### src/rtl/sbf_pkg.sv
// Shared flit-type constants, arbiter state type and header helpers
// for the butterfly output-port arbiter.
package sbf_pkg;

  localparam logic [1:0] HEADER_TYPE  = 2'b11;
  localparam logic [1:0] PAYLOAD_TYPE = 2'b10;
  localparam logic [1:0] NULL_TYPE    = 2'b00;

  typedef enum logic {
    IDLE   = 1'b0,
    LOCKED = 1'b1
  } arb_state_t;

  function automatic logic [1:0] hdr_type(input logic [3:0] nibble);
    return nibble[3:2];
  endfunction

endpackage

### src/rtl/rr_pick.sv
// Combinational circular priority picker: first set req bit at or after ptr.
module rr_pick #(
  parameter  int PORTS = 4,
  localparam int ADR_W = $clog2(PORTS)
) (
  input  logic [PORTS-1:0] req,
  input  logic [ADR_W-1:0] ptr,
  output logic             found,
  output logic [ADR_W-1:0] idx,
  output logic [PORTS-1:0] onehot
);

  logic [ADR_W-1:0] cand;

  // Scan from farthest to nearest so the nearest requester is written last.
  // PORTS is a power of two, so ADR_W-bit addition wraps modulo PORTS.
  always_comb begin
    found  = 1'b0;
    idx    = '0;
    onehot = '0;
    cand   = '0;
    for (int k = PORTS - 1; k >= 0; k--) begin
      cand = ptr + ADR_W'(k);
      if (req[cand]) begin
        found = 1'b1;
        idx   = cand;
      end
    end
    if (found) onehot[idx] = 1'b1;
  end

endmodule

### src/rtl/rr_packet_arbiter.sv
// Packet-aware round-robin allocator for one butterfly output port:
// grants one input per packet and holds it until the payload ends.
module rr_packet_arbiter
  import sbf_pkg::*;
#(
  parameter  int PORTS = 4,
  localparam int ADR_W = $clog2(PORTS)
) (
  input  logic                  clk,
  input  logic                  rst,
  input  logic [ADR_W-1:0]      r_adr,
  input  logic [PORTS-1:0][3:0] in_ch_hdr_msn,
  input  logic                  out_ready,
  output logic [PORTS-1:0]      sel,
  output logic                  shift,
  output logic                  busy,
  output logic [ADR_W-1:0]      owner
);

  arb_state_t       state, state_n;
  logic [ADR_W-1:0] ptr, ptr_n, owner_n;
  logic [PORTS-1:0] req, pick_onehot;
  logic             pick_found;
  logic [ADR_W-1:0] pick_idx;
  logic             owner_payload;

  always_comb begin
    for (int i = 0; i < PORTS; i++) begin
      req[i] = (hdr_type(in_ch_hdr_msn[i]) == HEADER_TYPE) &&
               (in_ch_hdr_msn[i][ADR_W-1:0] == r_adr);
    end
  end

  rr_pick #(.PORTS(PORTS)) u_pick (
    .req    (req),
    .ptr    (ptr),
    .found  (pick_found),
    .idx    (pick_idx),
    .onehot (pick_onehot)
  );

  assign owner_payload = (hdr_type(in_ch_hdr_msn[owner]) == PAYLOAD_TYPE);

  // A locked owner showing anything but payload releases the port in the
  // same cycle, and arbitration reruns so back-to-back packets need no bubble.
  always_comb begin
    state_n = state;
    ptr_n   = ptr;
    owner_n = owner;
    sel     = '0;
    shift   = 1'b0;
    if (rst) begin
      state_n = IDLE;
    end else if (state == LOCKED && owner_payload) begin
      sel[owner] = 1'b1;
      shift      = out_ready;
    end else if (pick_found && out_ready) begin
      sel     = pick_onehot;
      shift   = 1'b1;
      state_n = LOCKED;
      owner_n = pick_idx;
      ptr_n   = pick_idx + ADR_W'(1);
    end else begin
      state_n = IDLE;
    end
  end

  always_ff @(posedge clk or posedge rst) begin
    if (rst) begin
      state <= IDLE;
      ptr   <= '0;
      owner <= '0;
    end else begin
      state <= state_n;
      ptr   <= ptr_n;
      owner <= owner_n;
    end
  end

  assign busy = (state == LOCKED);

endmodule

### config.mk
export PLATFORM = sky130hd
export DESIGN_NAME = rr_packet_arbiter
export DESIGN_NICKNAME = d
export VERILOG_FILES = /design/src/rtl/sbf_pkg.sv /design/src/rtl/rr_pick.sv /design/src/rtl/rr_packet_arbiter.sv
export SDC_FILE = /design/constraint.sdc
export NUM_CORES = 1
export LEC_CHECK = 0
export CORE_MARGIN = 3
export CORE_UTILIZATION = 39
export CTS_BUF_LIST = sky130_fd_sc_hd__clkbuf_4
export DETAILED_ROUTE_END_ITERATION = 8
export PLACE_DENSITY = 0.77
export SLEW_MARGIN = 20
export SYNTH_ARGS = -nofsm -noshare
export SYNTH_HDL_FRONTEND = slang
export SYNTH_HIERARCHICAL = 1
export SYNTH_SLANG_ARGS = --single-unit
### constraint.sdc
create_clock -name clk -period 2.15 [get_ports clk]
set_input_delay 0.43 -clock clk [delete_from_list [all_inputs] [get_ports clk]]
set_output_delay 0.43 -clock clk [all_outputs]
set_load 0.01 [all_outputs]
==> flow_summary.json <==
{
  "outcome": "finished with violations",
  "violations": "setup timing",
  "track_usage": 0.230,
  "critical_path.top_delay_family": "simple AND/OR/NAND/NOR gates",
  "crit_chain": "buf_8 > xor2_4 > nor3_4 > or4_4 > and3_4 > nand2_1 > mux2i_1 > buf_2",
  "seq_area_frac_synth": 0.179,
  "p_leak_nw": 0.621,
  "finalNonFillerCells": 168,
  "r2r_slack_ps": 370,
  "drcViolationCount": 0,
  "clock_latency_ps": 230,
  "die_w_um": 48.4,
  "clk_pin_slew_ps": 40,
  "synth-edff-count": 0,
  "fin_worst_skew_ps": 4.01,
  "synth_cell_types": 34,
  "power_frac_comb": 0.550,
  "fp.coreArea_um2": 1590,
  "dp_cells": 160,
  "r2r_end": "ptr[0]",
  "finalSetupTns_ps": -523,
  "area.growth.synth_to_final_pct": 92.0,
  "netlist_top_cells_count": "10 x nand2_1, 9 x xor2_1, 8 x nor3_1",
  "crit_fanout": 5,
  "place_congestion": 0.842,
  "slowest_delay_ps": 540,
  "total_power_uw": 679,
  "synth_nets": 112,
  "ys_async_sr_fraction": 1.00,
  "drt_iter0_markers": 14,
  "antenna_cells": 0,
  "r2r-start": "ptr[0]",
  "p_switching_uw": 279,
  "criticalPathCategory": "in2out",
  "cp_num_buf_inv": 2,
  "cts_buffer_depth": 2,
  "p_per_area_nw_per_um2": 505,
  "ys_warn_count": 6,
  "worstPathArrival_ps": 1840,
  "cts_hold_buf": 0,
  "stdcell_area_um2": 1350,
  "ys_ff_latch": 5,
  "grt_max_degree": 11,
  "grt_overflow": 0,
  "startpoint_type": "input port",
  "ys.flop_type": "dfrtp_1",
  "start_util": 0.440,
  "yosysTopAreaCellShare": 0.179,
  "die_y_um": 48.4,
  "crit_required_ps": 1720,
  "clkPwrFrac": 0.169,
  "io_buffers": 28,
  "avgViaCountPerCell": 5.27,
  "syn-cell-area_um2": 701,
  "dieArea_um2": 2340,
  "vdd_drop_max_mv": 0.595,
  "rows": 14,
  "dpl.hpwl_um": 1980,
  "ff2ff_path_depth": 7,
  "place_area_um2": 1160,
  "maxSlewViolCount": 0,
  "htree_levels": 1,
  "antenna_found_initial": 0,
  "cts_made_buffers": 3,
  "hp-class": "in2async",
  "fin_util": 0.844,
  "nFillCells": 98,
  "drv_cap": 0,
  "max_clock_freq_mhz": 441,
  "tightest_slew_ps": 386,
  "clock_sinks": 5,
  "grt_pass1_wl_um": 4310,
  "slew_headroom": 0.742,
  "setup_viol": 5,
  "drtPass1Iterations": 5,
  "syn_area_per_cell_um2": 7.70,
  "wl_per_cell_um": 16.1,
  "syn_inst": 91,
  "antenna_left": 0,
  "wl_um": 2710,
  "hold_violations": 0,
  "synthTopCellsByArea": "dfrtp_1 18%, xor2_1 11%, mux2i_1 5.7%",
  "crit_slowest_cell": "or4_4",
  "vias": 886,
  "layout.nets": 166,
  "endpoint_kind": "primary output",
  "intPower_uw": 401,
  "synth_most_common_cell": "nand2_1",
  "drive_gt1_frac": 0.528,
  "swShare": 0.411,
  "cts_tree": "yes",
  "cts-root-buf": "clkbuf_4",
  "grt_pass1_vias": 948,
  "yosysTopAreaCell": "dfrtp_1",
  "fin_crit_sh": 1.05,
  "p_seq_frac": 0.281,
  "io-pin-count": 29,
  "worst_slack_ps": -117,
  "fin_crit_ps": 2270,
  "rsz0062_at_grt": "true"
}
## what timing repair did
item,4_1_cts,5_1_grt
endpoints found under the setup margin,10,5
pin swaps,22,6
gates cloned,0,0
gates resized for setup,112,4
endpoints found under the hold margin,0,0
buffers inserted,3,2
## flip-flops by register name, indices dropped and copies added, names as in the netlist
| signal | cells |
|---|---|
| busy | 1 |
| owner | 2 |
| ptr | 2 |
## worst min-delay path: cells and delay by family
family	cells	cell delay, ps
buf+inv	3	680
## stage by stage
stage / hold WS, ps / setup slack [ps]
2_1_floorplan: 207 / 15.8
3_3_place_gp: 677 / -957
3_5_place_dp: 682 / -1050
4_1_cts: 545 / -74.2
5_1_grt: 557 / -170
6_report: 547 / -117
## kinds of logic after synthesis
| group | share of synthesized area |
|---|---|
| XOR/XNOR | 0.113 |
| buffers and inverters | 0.0589 |
| AND/OR/NAND/NOR | 0.321 |
| AO/OA/AOI/OAI | 0.239 |
| flip-flops | 0.179 |
| multiplexers | 0.0893 |
## area by class of cell
class / count / area (µm²) / share of cell area
repair buffers: 52 / 453 / 0.337
inverters: 7 / 26.3 / 0.0195
multi-input cells: 76 / 681 / 0.506
well taps: 24 / 30.0 / 0.0223
clock buffers: 4 / 30.0 / 0.0223
flip-flops and latches: 5 / 125 / 0.0930
## cell usage in the layout (no fill, tap or decap), types with 3 or more instances in the layout
cell | netlist | final
nand2_2 | 0 | 6
buf_6 | 0 | 6
xor2_1 | 9 | 3
clkbuf_4 | 0 | 4
nand3_1 | 3 | 3
buf_4 | 0 | 22
clkdlybuf4s50_1 | 0 | 5
dfrtp_1 | 5 | 5
nor2_1 | 5 | 5
a21oi_1 | 4 | 4
buf_2 | 3 | 8
xor2_4 | 0 | 3
xor2_2 | 0 | 3
nand2_1 | 10 | 4
mux2i_1 | 4 | 4
nor3_1 | 8 | 4
inv_1 | 6 | 6
nor3_4 | 0 | 3
o21ai_0 | 4 | 4
## power groups by stage
stage               registers, mW  logic, mW  clock network (mW)
floorplan                   0.168      0.182                   0
global placement            0.183      0.316                   0
detailed placement          0.185      0.328                   0
CTS                         0.187      0.364               0.120
global route                0.199      0.408               0.127
finish                      0.191      0.374               0.115
## routing by layer
layer,part of all wire,wire (µm),GRT usage,up-vias
met5,0,0,0,-
li1,-,-,-,433
met1,0.40,1090,0.268,415
met2,0.56,1510,0.454,29
met4,0.020,54,0.0664,0
met3,0.023,62,0.00613,9
## worst max-delay path by stage
stage                           startpoint     end  slack (ps)  cells past startpoint
final                     in_ch_hdr_msn[1]  sel[0]        -120                      8
after global routing      in_ch_hdr_msn[1]  sel[2]        -170                     10
after CTS                         r_adr[1]  sel[1]         -70                      8
after detailed placement          r_adr[1]  sel[1]       -1050                      8
after global placement            r_adr[0]  sel[3]        -960                      8
after floorplan                   r_adr[0]  sel[0]          20                      7
(Power assumes the default switching activity.)
==> RTL edit, RTL diff (config.mk and constraints unchanged) <==
`PORTS` is set to 4 in 2 places; all go to 8.
--- a/src/rtl/rr_pick.sv
+++ b/src/rtl/rr_pick.sv
@@ -1,5 +1,5 @@
 // Combinational circular priority picker: first set req bit at or after ptr.
 module rr_pick #(
-  parameter  int PORTS = 4,
+  parameter  int PORTS = 8,
   localparam int ADR_W = $clog2(PORTS)
 ) (
--- a/src/rtl/rr_packet_arbiter.sv
+++ b/src/rtl/rr_packet_arbiter.sv
@@ -4,5 +4,5 @@
   import sbf_pkg::*;
 #(
-  parameter  int PORTS = 4,
+  parameter  int PORTS = 8,
   localparam int ADR_W = $clog2(PORTS)
 ) (
Ports: changed (resized in_ch_hdr_msn, owner, r_adr and sel); port bits go from 29 to 51. No check against the original RTL was run, so the function may have changed too.
==> RTL edit against the original RTL <==
  * Die area increased by 150%
  * Critical endpoint is now sel[4]
  * Critical path type unchanged
  * Setup slack got worse by 1.7 ns
  * Power increased to 7.0 times the old value
  * Clock power increased by 32%
  * Sequential cell count increased by 2
  * Wire length increased to 4.7 times the old value
  * The run still ends with setup timing left
  * Cell area increased to 2.9 times the old value
  * Critical path depth increased by 10
  * Area after synthesis increased to 2.8 times the old value
==> RTL edit: results (changes against the original RTL) <==
Global route
  • Total Routing Usage GR: 0.350 (+0.119)
  • Number of global-route vias before repair: 2839 (+200%)
  • Initial antenna violation count: 0 (unchanged)
  • Largest net degree at the start of global routing: 12 (+1)
  • First-pass GRT wire length: 15900 µm (+270%)

Logic synthesis
  • Top FF cell, synth: dfrtp_1
  • Fraction of registers with async set/reset: 1.00 (unchanged)
  • Syn nets: 264 (+140%)
  • Register area share after synthesis: 0.0905 (-0.0881)
  • Synth Warn #: 6 (unchanged)
  • Post-synth top cells: 24 x nand2_1, 20 x xor2_1, 14 x nor3_1
  • Synth top area cells: mux4_2 9.3%, dfrtp_1 9.0%, xor2_1 9.0%
  • Distinct cells, synth: 57 (+68%)

Placed design
  • Number of port buffers: 50 (+79%)
  • DP Worst Slack: -2.28 ns (-1.23 ns)
  • Routability congestion estimate from global placement: 0.871 (+3.3%)
  • DP Area: 3090 µm² (+170%)
  • Post-DP HPWL: 5300 µm (+170%)

Clock network
  • Root buffer cell: clkbuf_4
  • CTS Buf Count: 3 (unchanged)
  • H-Tree Depth: 1 (unchanged)
  • CTS Buffer Depth: 2 (unchanged)
  • Clock-pin slew on the worst setup and hold paths: 0.08 ns (+0.04 ns)
  • Worst skew pair latency: 0.26 ns (+0.03 ns)

Final layout
  • Number of diodes: 0 (unchanged)
  • Number of nets in the layout: 410 (+150%)
  • Ratio of cells with drive above 1 in the final layout: 0.652 (+0.124)

Outcome
  • Failing checks: setup timing
  • Run status: complete, but fails checks

Routing
  • WL met2: 5710 µm (+280%)
  • Final WL: 12800 µm (+370%)
  • Iteration-0 DRC Markers: 543 (+529)
  • Metal-1 WL: 4210 µm (+290%)
  • Vias per cell: 6.93 (+31%)
  • DR pass1 iterations: 8 (+3)
  • Top Metal Used: met4
  • WL met3: 1620 µm (+2500%)

Setup path
  • Crit path max fanout: 8 (+3)
  • Worst Reg-to-Reg Cells: 14 (+7)
  • WP data arrival: 3.57 ns (+1.73 ns)

Timing
  • Final setup violation count: 16 (+11)
  • Relative slew slack: 0.561 (-0.181)
  • Final WS setup: -1.85 ns (-1.73 ns)
  • Setup Skew: 0.0103 ns (+0.00633 ns)
  • Final Slew Violations: 0 (unchanged)

Power
  • Static leakage: 1.71 nW (+180%)
  • Sw Share: 0.503 (+0.0929)
  • Peak VDD IR: 0.000751 V (+26%)

Hold path
  • Hold WC Path Type: in -> async
RTL edit: cell count changes in the layout (fill, tap and decap cells not counted), sizes merged, moves of 4 or more:
cell and delta:
clkdlybuf4s15 +10, nor3 +6, a22oi +11, nand3 +8, nor2 +5, dlygate4sd2 +16, mux2 +12, mux2i +10
xor2 +11, mux4 +11, nor3b +4, buf +76, nand2 +15
RTL edit: cell families after synthesis:
kind of cell | after synthesis | share of synthesized area
xor gates and xnor gates | 22 | 0.0996
AOI/OAI and AO/OA | 44 | 0.189
buffers and inverters | 24 | 0.0769
adders and majority gates | 3 | 0.0194
DFF | 7 | 0.0905
and+or+nand+nor | 84 | 0.228
muxes | 39 | 0.296
RTL edit: layout make-up:
| type | count | area, µm² |
|---|---|---|
| Clock buffer | 4 | 30.0 |
| Fill cell | 207 | 800 |
| Inverter | 9 | 43.8 |
| Multi-Input combinational cell | 193 | 2280 |
| Sequential cell | 7 | 179 |
| Tap cell | 67 | 83.8 |
| Timing Repair Buffer | 155 | 1340 |
RTL edit: power groups by stage:
stage,combinational (mW),clock [mW],sequential [mW]
finish,4.24,0.152,0.381
global route,4.36,0.157,0.385
CTS,3.40,0.141,0.346
detailed placement,3.00,0,0.344
global placement,2.91,0,0.340
floorplan,1.92,0,0.288
RTL edit: worst max-delay path, cell delays in order:
cell and delay (ns):
buf_8 0.10, buf_16 0.17, xor2_4 0.23, nor3_4 0.07, mux4_2 0.50, buf_6 0.15, buf_6 0.13, mux2i_4 0.20
buf_6 0.15, nor2b_1 0.04, o21ai_1 0.15, o311a_1 0.24, nand3_2 0.15, buf_6 0.15, nor3b_2 0.18, nand2_1 0.09
a22oi_2 0.20, buf_2 0.21
RTL edit: path summary, 6_finish.rpt:
kind | start | endpoint | slack [ns]
min reg2reg | owner[1] | owner[1] | 0.76
max reg2reg | ptr[1] | owner[2] | -1.71
max | r_adr[0] | sel[4] | -1.85
min in group clk | owner[1] | owner[1] | 0.76
max in group asynchronous | rst | ptr[0] | 1.41
min | rst | busy | 0.57
RTL edit: through the flow:
stage / TNS (ns) / instances / utilization
6_report: -27.17 / 435 / 0.832
5_1_grt: -27.62 / 435 / 0.832
4_1_cts: -22.13 / 417 / 0.774
3_5_place_dp: -32.43 / 395 / 0.650
3_3_place_gp: -30.64 / 395 / 0.650
2_1_floorplan: -15.58 / 223 / -
RTL edit: what timing repair did:
| item | CTS | global route |
|---|---|---|
| endpoints found under the setup margin | 16 | 17 |
| hold buffers | 0 | 0 |
| buffers inserted | 17 | 18 |
| gates cloned | 1 | 0 |
| pin swaps | 43 | 26 |
| resized for setup | 176 | 33 |
RTL edit: routing by layer:
metal | global-route usage | up-vias
li1 | - | 1124
met1 | 0.398 | 1396
met2 | 0.609 | 370
met3 | 0.0674 | 125
met4 | 0.199 | 0
met5 | 0 | -
